File: src/rtl/alu_arbiter.sv
// alu_arbiter
//   Shares one combinational MIPS ALU between two requesters (e.g. an integer
//   EX stage and an address-generation port). A granted request has its
//   operands registered onto the ALU drive for SETTLE_CYCLES cycles. The ALU
//   result and flags are then captured and returned to the winner over a
//   valid/ready response channel.
//
// Parameters
//   SETTLE_CYCLES  cycles the ALU inputs are held before capture (1..15)
//   PRIO_FIXED     0 = round-robin on ties, 1 = port 0 always wins a tie
//
// Optional feature
//   ALU_ARB_OVF_TRAP_EN  adds resp_trap_o. An add/sub/addi that overflows
//                        reports trap=1 and returns a zero result.
//
// Ports
//   clk_i, rst_i                    clock, synchronous active-high reset
//   req_valid_i[1:0]/req_ready_o    request handshake, one bit per port
//   req_instr{0,1}_i, req_a*, req_b* instruction/regA/regB per port
//   resp_valid_o[1:0]/resp_ready_i  response handshake, one bit per port
//   resp_result_o, resp_flags_o     captured result, {zero,negative,overflow}
//   resp_trap_o                     overflow trap (only with the macro)
//   alu_instruction_o/regA/regB     registered drive to the shared ALU
//   alu_result_i, alu_flags_i       ALU outputs
//   busy_o                          high whenever not idle
module alu_arbiter #(
    parameter int unsigned SETTLE_CYCLES = 1,
    parameter bit          PRIO_FIXED    = 1'b0
) (
    input  logic        clk_i,
    input  logic        rst_i,
    input  logic [1:0]  req_valid_i,
    output logic [1:0]  req_ready_o,
    input  logic [31:0] req_instr0_i,
    input  logic [31:0] req_instr1_i,
    input  logic [31:0] req_a0_i,
    input  logic [31:0] req_a1_i,
    input  logic [31:0] req_b0_i,
    input  logic [31:0] req_b1_i,
    output logic [1:0]  resp_valid_o,
    input  logic [1:0]  resp_ready_i,
    output logic [31:0] resp_result_o,
    output logic [2:0]  resp_flags_o,
`ifdef ALU_ARB_OVF_TRAP_EN
    output logic        resp_trap_o,
`endif
    output logic [31:0] alu_instruction_o,
    output logic [31:0] alu_regA_o,
    output logic [31:0] alu_regB_o,
    input  logic [31:0] alu_result_i,
    input  logic [2:0]  alu_flags_i,
    output logic        busy_o
);

    typedef enum logic [1:0] {IDLE, EXEC, RESP} state_e;

    state_e      state_q, state_d;
    logic [3:0]  cnt_q, cnt_d;
    logic        owner_q, owner_d;
    logic        last_q, last_d;
    logic [31:0] alu_instr_q, alu_instr_d;
    logic [31:0] alu_a_q, alu_a_d;
    logic [31:0] alu_b_q, alu_b_d;
    logic [31:0] res_q, res_d;
    logic [2:0]  flags_q, flags_d;
    logic        trap_q, trap_d;
    logic        gnt;
    logic        ovf_ok;
    logic        ovf_trap_op;
    logic [5:0]  opc, fnc;

    // Tie -> the port that did not win last (or port 0 when fixed priority).
    // With no tie the single valid port wins; with none valid gnt is unused.
    always_comb begin
        if (req_valid_i == 2'b11) gnt = PRIO_FIXED ? 1'b0 : ~last_q;
        else                      gnt = ~req_valid_i[0];
    end

    // The ALU leaves a stale overflow bit on non-arithmetic ops, so it is only
    // forwarded for ops whose overflow is meaningful.
    assign opc = alu_instr_q[31:26];
    assign fnc = alu_instr_q[5:0];

    always_comb begin
        ovf_ok      = 1'b0;
        ovf_trap_op = 1'b0;
        case (opc)
            6'b000000: begin
                ovf_ok      = (fnc == 6'b100000) || (fnc == 6'b100010) || (fnc == 6'b101010);
                ovf_trap_op = (fnc == 6'b100000) || (fnc == 6'b100010);
            end
            6'b001000: begin
                ovf_ok      = 1'b1;
                ovf_trap_op = 1'b1;
            end
            6'b000100, 6'b000101, 6'b100011, 6'b101011, 6'b001010: ovf_ok = 1'b1;
            default: ;
        endcase
    end

    always_comb begin
        state_d      = state_q;
        cnt_d        = cnt_q;
        owner_d      = owner_q;
        last_d       = last_q;
        alu_instr_d  = alu_instr_q;
        alu_a_d      = alu_a_q;
        alu_b_d      = alu_b_q;
        res_d        = res_q;
        flags_d      = flags_q;
        trap_d       = trap_q;
        req_ready_o  = 2'b00;
        resp_valid_o = 2'b00;
        case (state_q)
            IDLE: begin
                // Ready only goes to a valid port, so ready implies handshake.
                if (|req_valid_i && !rst_i) begin
                    req_ready_o[gnt] = 1'b1;
                    owner_d          = gnt;
                    cnt_d            = 4'(SETTLE_CYCLES);
                    alu_instr_d      = gnt ? req_instr1_i : req_instr0_i;
                    alu_a_d          = gnt ? req_a1_i : req_a0_i;
                    alu_b_d          = gnt ? req_b1_i : req_b0_i;
                    state_d          = EXEC;
                end
            end
            EXEC: begin
                cnt_d = cnt_q - 4'd1;
                if (cnt_q == 4'd1) begin
                    flags_d = {alu_flags_i[2:1], alu_flags_i[0] & ovf_ok};
`ifdef ALU_ARB_OVF_TRAP_EN
                    trap_d  = ovf_trap_op & alu_flags_i[0];
                    res_d   = (ovf_trap_op & alu_flags_i[0]) ? 32'd0 : alu_result_i;
`else
                    trap_d  = 1'b0;
                    res_d   = alu_result_i;
`endif
                    state_d = RESP;
                end
            end
            RESP: begin
                resp_valid_o[owner_q] = 1'b1;
                if (resp_ready_i[owner_q]) begin
                    last_d  = owner_q;
                    state_d = IDLE;
                end
            end
            default: state_d = IDLE;
        endcase
    end

    always_ff @(posedge clk_i) begin
        if (rst_i) begin
            state_q     <= IDLE;
            cnt_q       <= 4'd0;
            owner_q     <= 1'b0;
            last_q      <= 1'b1;
            alu_instr_q <= 32'd0;
            alu_a_q     <= 32'd0;
            alu_b_q     <= 32'd0;
            res_q       <= 32'd0;
            flags_q     <= 3'd0;
            trap_q      <= 1'b0;
        end else begin
            state_q     <= state_d;
            cnt_q       <= cnt_d;
            owner_q     <= owner_d;
            last_q      <= last_d;
            alu_instr_q <= alu_instr_d;
            alu_a_q     <= alu_a_d;
            alu_b_q     <= alu_b_d;
            res_q       <= res_d;
            flags_q     <= flags_d;
            trap_q      <= trap_d;
        end
    end

    assign alu_instruction_o = alu_instr_q;
    assign alu_regA_o        = alu_a_q;
    assign alu_regB_o        = alu_b_q;
    assign resp_result_o     = res_q;
    assign resp_flags_o      = flags_q;
    assign busy_o            = (state_q != IDLE);
`ifdef ALU_ARB_OVF_TRAP_EN
    assign resp_trap_o       = trap_q;
`else
    // Trap state only exists with the trap feature enabled.
    logic unused_trap;
    assign unused_trap = trap_q ^ ovf_trap_op;
`endif

endmodule
File: config.mk
export PLATFORM = sky130hd
export DESIGN_NAME = alu_arbiter
export DESIGN_NICKNAME = d
export VERILOG_FILES = /design/src/rtl/alu_arbiter.sv
export SDC_FILE = /design/constraint.sdc
export NUM_CORES = 1
export LEC_CHECK = 0
export ABC_AREA = 0
export ABC_CLOCK_PERIOD_IN_PS = 2200
export CAP_MARGIN = 0
export CORE_AREA = 2 2 142 144
export CTS_BUF_LIST = sky130_fd_sc_hd__clkbuf_4 sky130_fd_sc_hd__clkbuf_8
export DETAILED_ROUTE_END_ITERATION = 10
export DIE_AREA = 0 0 144 146
export HOLD_SLACK_MARGIN = 0.15
export PLACE_DENSITY = 0.7
export SYNTH_ARGS = -nofsm -noshare
export SYNTH_HDL_FRONTEND = slang
export SYNTH_SLANG_ARGS = --single-unit
File: constraint.sdc
create_clock -name clk_i -period 2.2 [get_ports clk_i]
set_input_delay 0.22 -clock clk_i [delete_from_list [all_inputs] [get_ports clk_i]]
set_output_delay 0.22 -clock clk_i [all_outputs]
set_load 0.02 [all_outputs]
Yosys cells after proc, flatten, opt, wreduce, memory -nomap -nowiden --
Index checks and enable logic that the tools add are counted.
Operators by class: $add $sub $neg 1, $lt $le $gt $ge 4, equality and inequality tests 16, mux-type cells 20, bitwise logic cells 3, reduce and logical (&&, ||, !) cells 17
Operator list (count):
- $mux 32 | 3
- $eq 6x6->1 const B | 5
- $eq 6x3->1 const B | 2
- $eq 6x4->1 const B | 2
- $mux 2 | 6
- $pmux 4 s2 | 1
- $reduce_and 2->1 | 4
- $logic_not 6->1 | 1
- $ne 2x2->1 const B | 3
- $pmux 2 s3 | 1
- $reduce_or 6->1 | 1
- $mux 1 | 5
- $eq 2x2->1 const B | 2
- $eq 4x1->1 const B | 1
- $lt 1x2->1 const B | 2
- $mux 4 | 1
- $reduce_bool 2->1 | 2
- $sub 4x1->4 const B | 1
- $logic_and 1x1->1 | 3
- $reduce_and 3->1 | 1
- $demux 1 s1 | 2
- $eq 2x1->1 const B | 1
- $ge 1x1->1 const B | 2
- $logic_not 2->1 | 1
- other kinds (6) | 8
Word-level totals: register bits after elaboration 139, input port bits 233, output and inout bits 136, logic and storage cells 70

Logic depth before layout (Yosys ltp) --
word-level depth 8, gate-level depth with buffers 8, depth with buffers taken out 6

Worst setup path after synthesis --
OpenSTA, ideal clock, no wires.
path type register -> output, from reg state_q[1], to out req_ready_o[1], arrival 1.483 ns, required time 1.980 ns, path slack 0.497 ns, cell stages (with the launch flop) 6, path buffers 2, cells stage by stage dfxtp_1 or2_1 nor3_4 buf_4 buf_2 and2_1
On the way: cells in the longest elaborated chain, start to end 2
RTL lines:
- start: declaration | line 57 | state_e state_q, state_d;
- start signal: assignment | line 165 | state_q <= state_d;
- $logic_not 2->1 | line 114 | case (state_q)
- $mux 2 | line 114
- end: declaration | line 33 | output logic [1:0] req_ready_o,
Every way passes these cells.

Final worst setup path --
Same ends and word-level chain as after synthesis.

==> results.cfg <==
[clock_network]
cts-root-buf = clkbuf_8
cts_buffers = 17
cts_max_path_buffers = 2
cts_tree = done
cts-htree-levels = 4
cts_sinks = 139
ctsHoldBuffers = 0
cts_setup_buffers = 0
clock_latency_ns = 0.45
clkTransAtPathRegs_ns = 0.07

[logic_synthesis]
synth_nets = 874
synthesis.area_um2 = 5860
synth_edf_count = 0
yosys_most_used_dff = dfxtp_1
synth-seq-cells = 139
ys_warn_count = 0
yosysUniqueCellTypes = 33
ys_seq_area_share_pct = 47.5
syn_avg_cell_area_um2 = 9.17
synthArstFlopShare_pct = 0
netlist_instances = 639

[timing]
skew_ns = 0.0130
fmax_mhz = 482
holdWs_ns = 0.285
timing.final.max_slew_violations = 0
fin_crit_sh_pct = 94.2
slew-limit-headroom_pct = 46.3
setup_tns_ns = 0
final-setup-viol-count = 0
hold_viol = 0
rsz0062_at_grt = false
worst_pin_slew_ns = 0.806
fin_crit_ns = 2.07

[cells_and_area]
diodes = 0
final_util_pct = 52.7
mostFrequentLayoutCell = clkdlybuf4s50_1
layout.nets = 1229
drive_gt1_share_pct = 6.06
layout-area-overhead-vs-synth_pct = 74.0
mostFrequentLayoutCells = clkdlybuf4s50_1, dfxtp_1, nor2_1, mux2i_1, a211oi_1

[hold_path]
worst_hold_path.endpoint = state_q[0]
hp-class = in2reg
holdPathStages = 4
min-delay-start = rst_i

[power]
peakVddDrop_v = 0.000367
switching_share_pct = 34.6
p_per_area_nw_per_um2 = 786
switching_power_mw = 2.77
internal_power_mw = 5.24
power_frac_clock_pct = 23.8
p_seq_share_pct = 39.1
p_leak_nw = 3.85
pwr-share-comb_pct = 37.1

[route]
vias = 5836
routed_wl_mm = 19.6
ant_nets = 0
drc = 0
vias_per_cell = 4.59
dr.pass1.iters = 4
routedWlPerCell_um = 15.4
drt_iter0_markers = 222

[placement]
gp_congestion = 0.752
io_buffers = 368
hpwl_mm = 14.7

[critical_path]
cpPeakStageDelay_ns = 0.33
path_cells = or2_1, buf_4, nor3_4, and2_1, dlygate4sd2_1
r2r_slack_ns = 0.24
crit_family = simple AND/OR/NAND/NOR gates
reg2reg_depth = 7
startpoint_type = flop
critPathSlowestCell = dfxtp_1
required_ns = 1.98
arrival_ns = 1.85
path_buf_inv = 2
cp_max_fo = 4
rr_startpoint = state_q[1]
worstSetupPathType = reg2out
regToRegEndpoint = alu_regA_o[16]
end_kind = output port

[global_routing]
antenna_found_initial = 0
grt_overflow_total = 0
grt_pass1_wl_mm = 30.2
grt_util_met1_pct = 20.2
grtUsageMet2_pct = 32.2
grt-busiest-layer = met2
globalRouteMet3Util_pct = 7.31
grt_max_degree = 123
grt_pass1_vias = 5728
global_route.usage.total_pct = 18.5

[floorplanning]
ios = 369
start_util_pct = 30.3
core-area_um2 = 19300
die_h_um = 146
rows = 51
die_w_um = 144
dieArea_um2 = 21000

[job]
max-cap-violations = 0

[status]
status = completed
==> worst min-delay path, delay by kind of cell <==
family                 cells  cell delay [ns]
buffers and inverters      2             0.26
and+or+nand+nor            1             0.13
AOI/OAI and AO/OA          1             0.06
==> timing repair <==
item                       4_1_cts  5_1_grt
setup endpoints to repair        2        2
pin swaps                        0        0
gates resized for setup          2        3
==> synthesized netlist by cell type, types with 2 or more instances <==
| library cell | instances | area, µm² |
|---|---|---|
| buf_2 | 27 | 135 |
| ha_1 | 2 | 25.0 |
| inv_1 | 3 | 11.3 |
| and2_1 | 3 | 18.8 |
| a211oi_1 | 97 | 728 |
| nor2_1 | 104 | 390 |
| clkbuf_1 | 17 | 63.8 |
| buf_1 | 2 | 7.51 |
| nor3_1 | 3 | 15.0 |
| nor3b_1 | 3 | 22.5 |
| dfxtp_1 | 139 | 2780 |
| a21oi_1 | 40 | 200 |
| nand2_1 | 71 | 267 |
| buf_4 | 9 | 67.6 |
| o21ai_0 | 2 | 10.0 |
| nand2b_1 | 2 | 12.5 |
| mux2i_1 | 97 | 971 |
| nor2b_1 | 3 | 18.8 |
==> power by group through the flow <==
| stage | registers, mW | logic, mW | clock network, mW |
|---|---|---|---|
| floorplan | 3.59 | 1.13 | 0 |
| global placement | 3.18 | 2.99 | 0 |
| detailed placement | 3.20 | 3.00 | 0 |
| CTS | 3.14 | 3.01 | 1.98 |
| global route | 3.19 | 3.23 | 2.07 |
| finish | 3.13 | 2.97 | 1.90 |
==> area by class of cell <==
cell class                      count  area (µm²)
Clock buffer                       20         263
Clock inverter                     12        91.3
Fill cell                        1812        9140
Inverter                            3        11.3
Multi-Input combinational cell    442        2810
Sequential cell                   139        2780
Tap cell                          265         332
Timing Repair Buffer              391        3910
==> cells by family (layout without fill, tap and decap cells) <==
group                      after synthesis  count (layout)  share of synthesized area, %
AOI/OAI and AO/OA                      145             145                          16.8
adders and majority gates                2               2                         0.427
DFF                                    139             139                          47.5
muxes                                   97              97                          16.6
buffers and inverters                   58             426                          4.87
and+or+nand+nor                        198             198                          13.9
==> per-stage QoR <==
| step | power (mW) | worst slack (ns) | cell area [µm²] | std cells |
|---|---|---|---|---|
| 2_1_floorplan | 4.72 | 0.497 | 5860 | 639 |
| 3_3_place_gp | 6.17 | 0.128 | 9850 | 1240 |
| 3_5_place_dp | 6.19 | 0.0868 | 9850 | 1240 |
| 4_1_cts | 8.13 | 0.0192 | 10200 | 1272 |
| 5_1_grt | 8.49 | 0.0173 | 10200 | 1272 |
| 6_report | 8.01 | 0.127 | 10200 | 1272 |
==> per-layer routing <==
layer	part of all wire, %	vias up
met3	9.7	25
met5	0	-
met1	39	2602
met4	2.1	0
met2	49	232
li1	-	2977
==> worst max path at each step <==
| stage | endpoint | depth (start not counted) | slack, ns | from |
|---|---|---|---|---|
| 3_3_place_gp | req_ready_o[0] | 5 | 0.13 | req_valid_i[1] |
| 4_1_cts | req_ready_o[0] | 4 | 0.02 | state_q[1] |
| 5_1_grt | req_ready_o[1] | 5 | 0.02 | state_q[0] |
| 2_1_floorplan | req_ready_o[1] | 5 | 0.50 | state_q[1] |
| 3_5_place_dp | req_ready_o[0] | 5 | 0.09 | req_valid_i[1] |
| 6_report | req_ready_o[1] | 5 | 0.13 | state_q[1] |
==> flip-flops by register name, indices dropped and copies added, names as in the netlist <==
name and cells:
owner_q 1, cnt_q 4, resp_result_o 32, resp_flags_o 3
alu_instruction_o 32, state_q 2, alu_regB_o 32, last_q 1
alu_regA_o 32
Note: power is estimated with default switching activity, not from simulation.
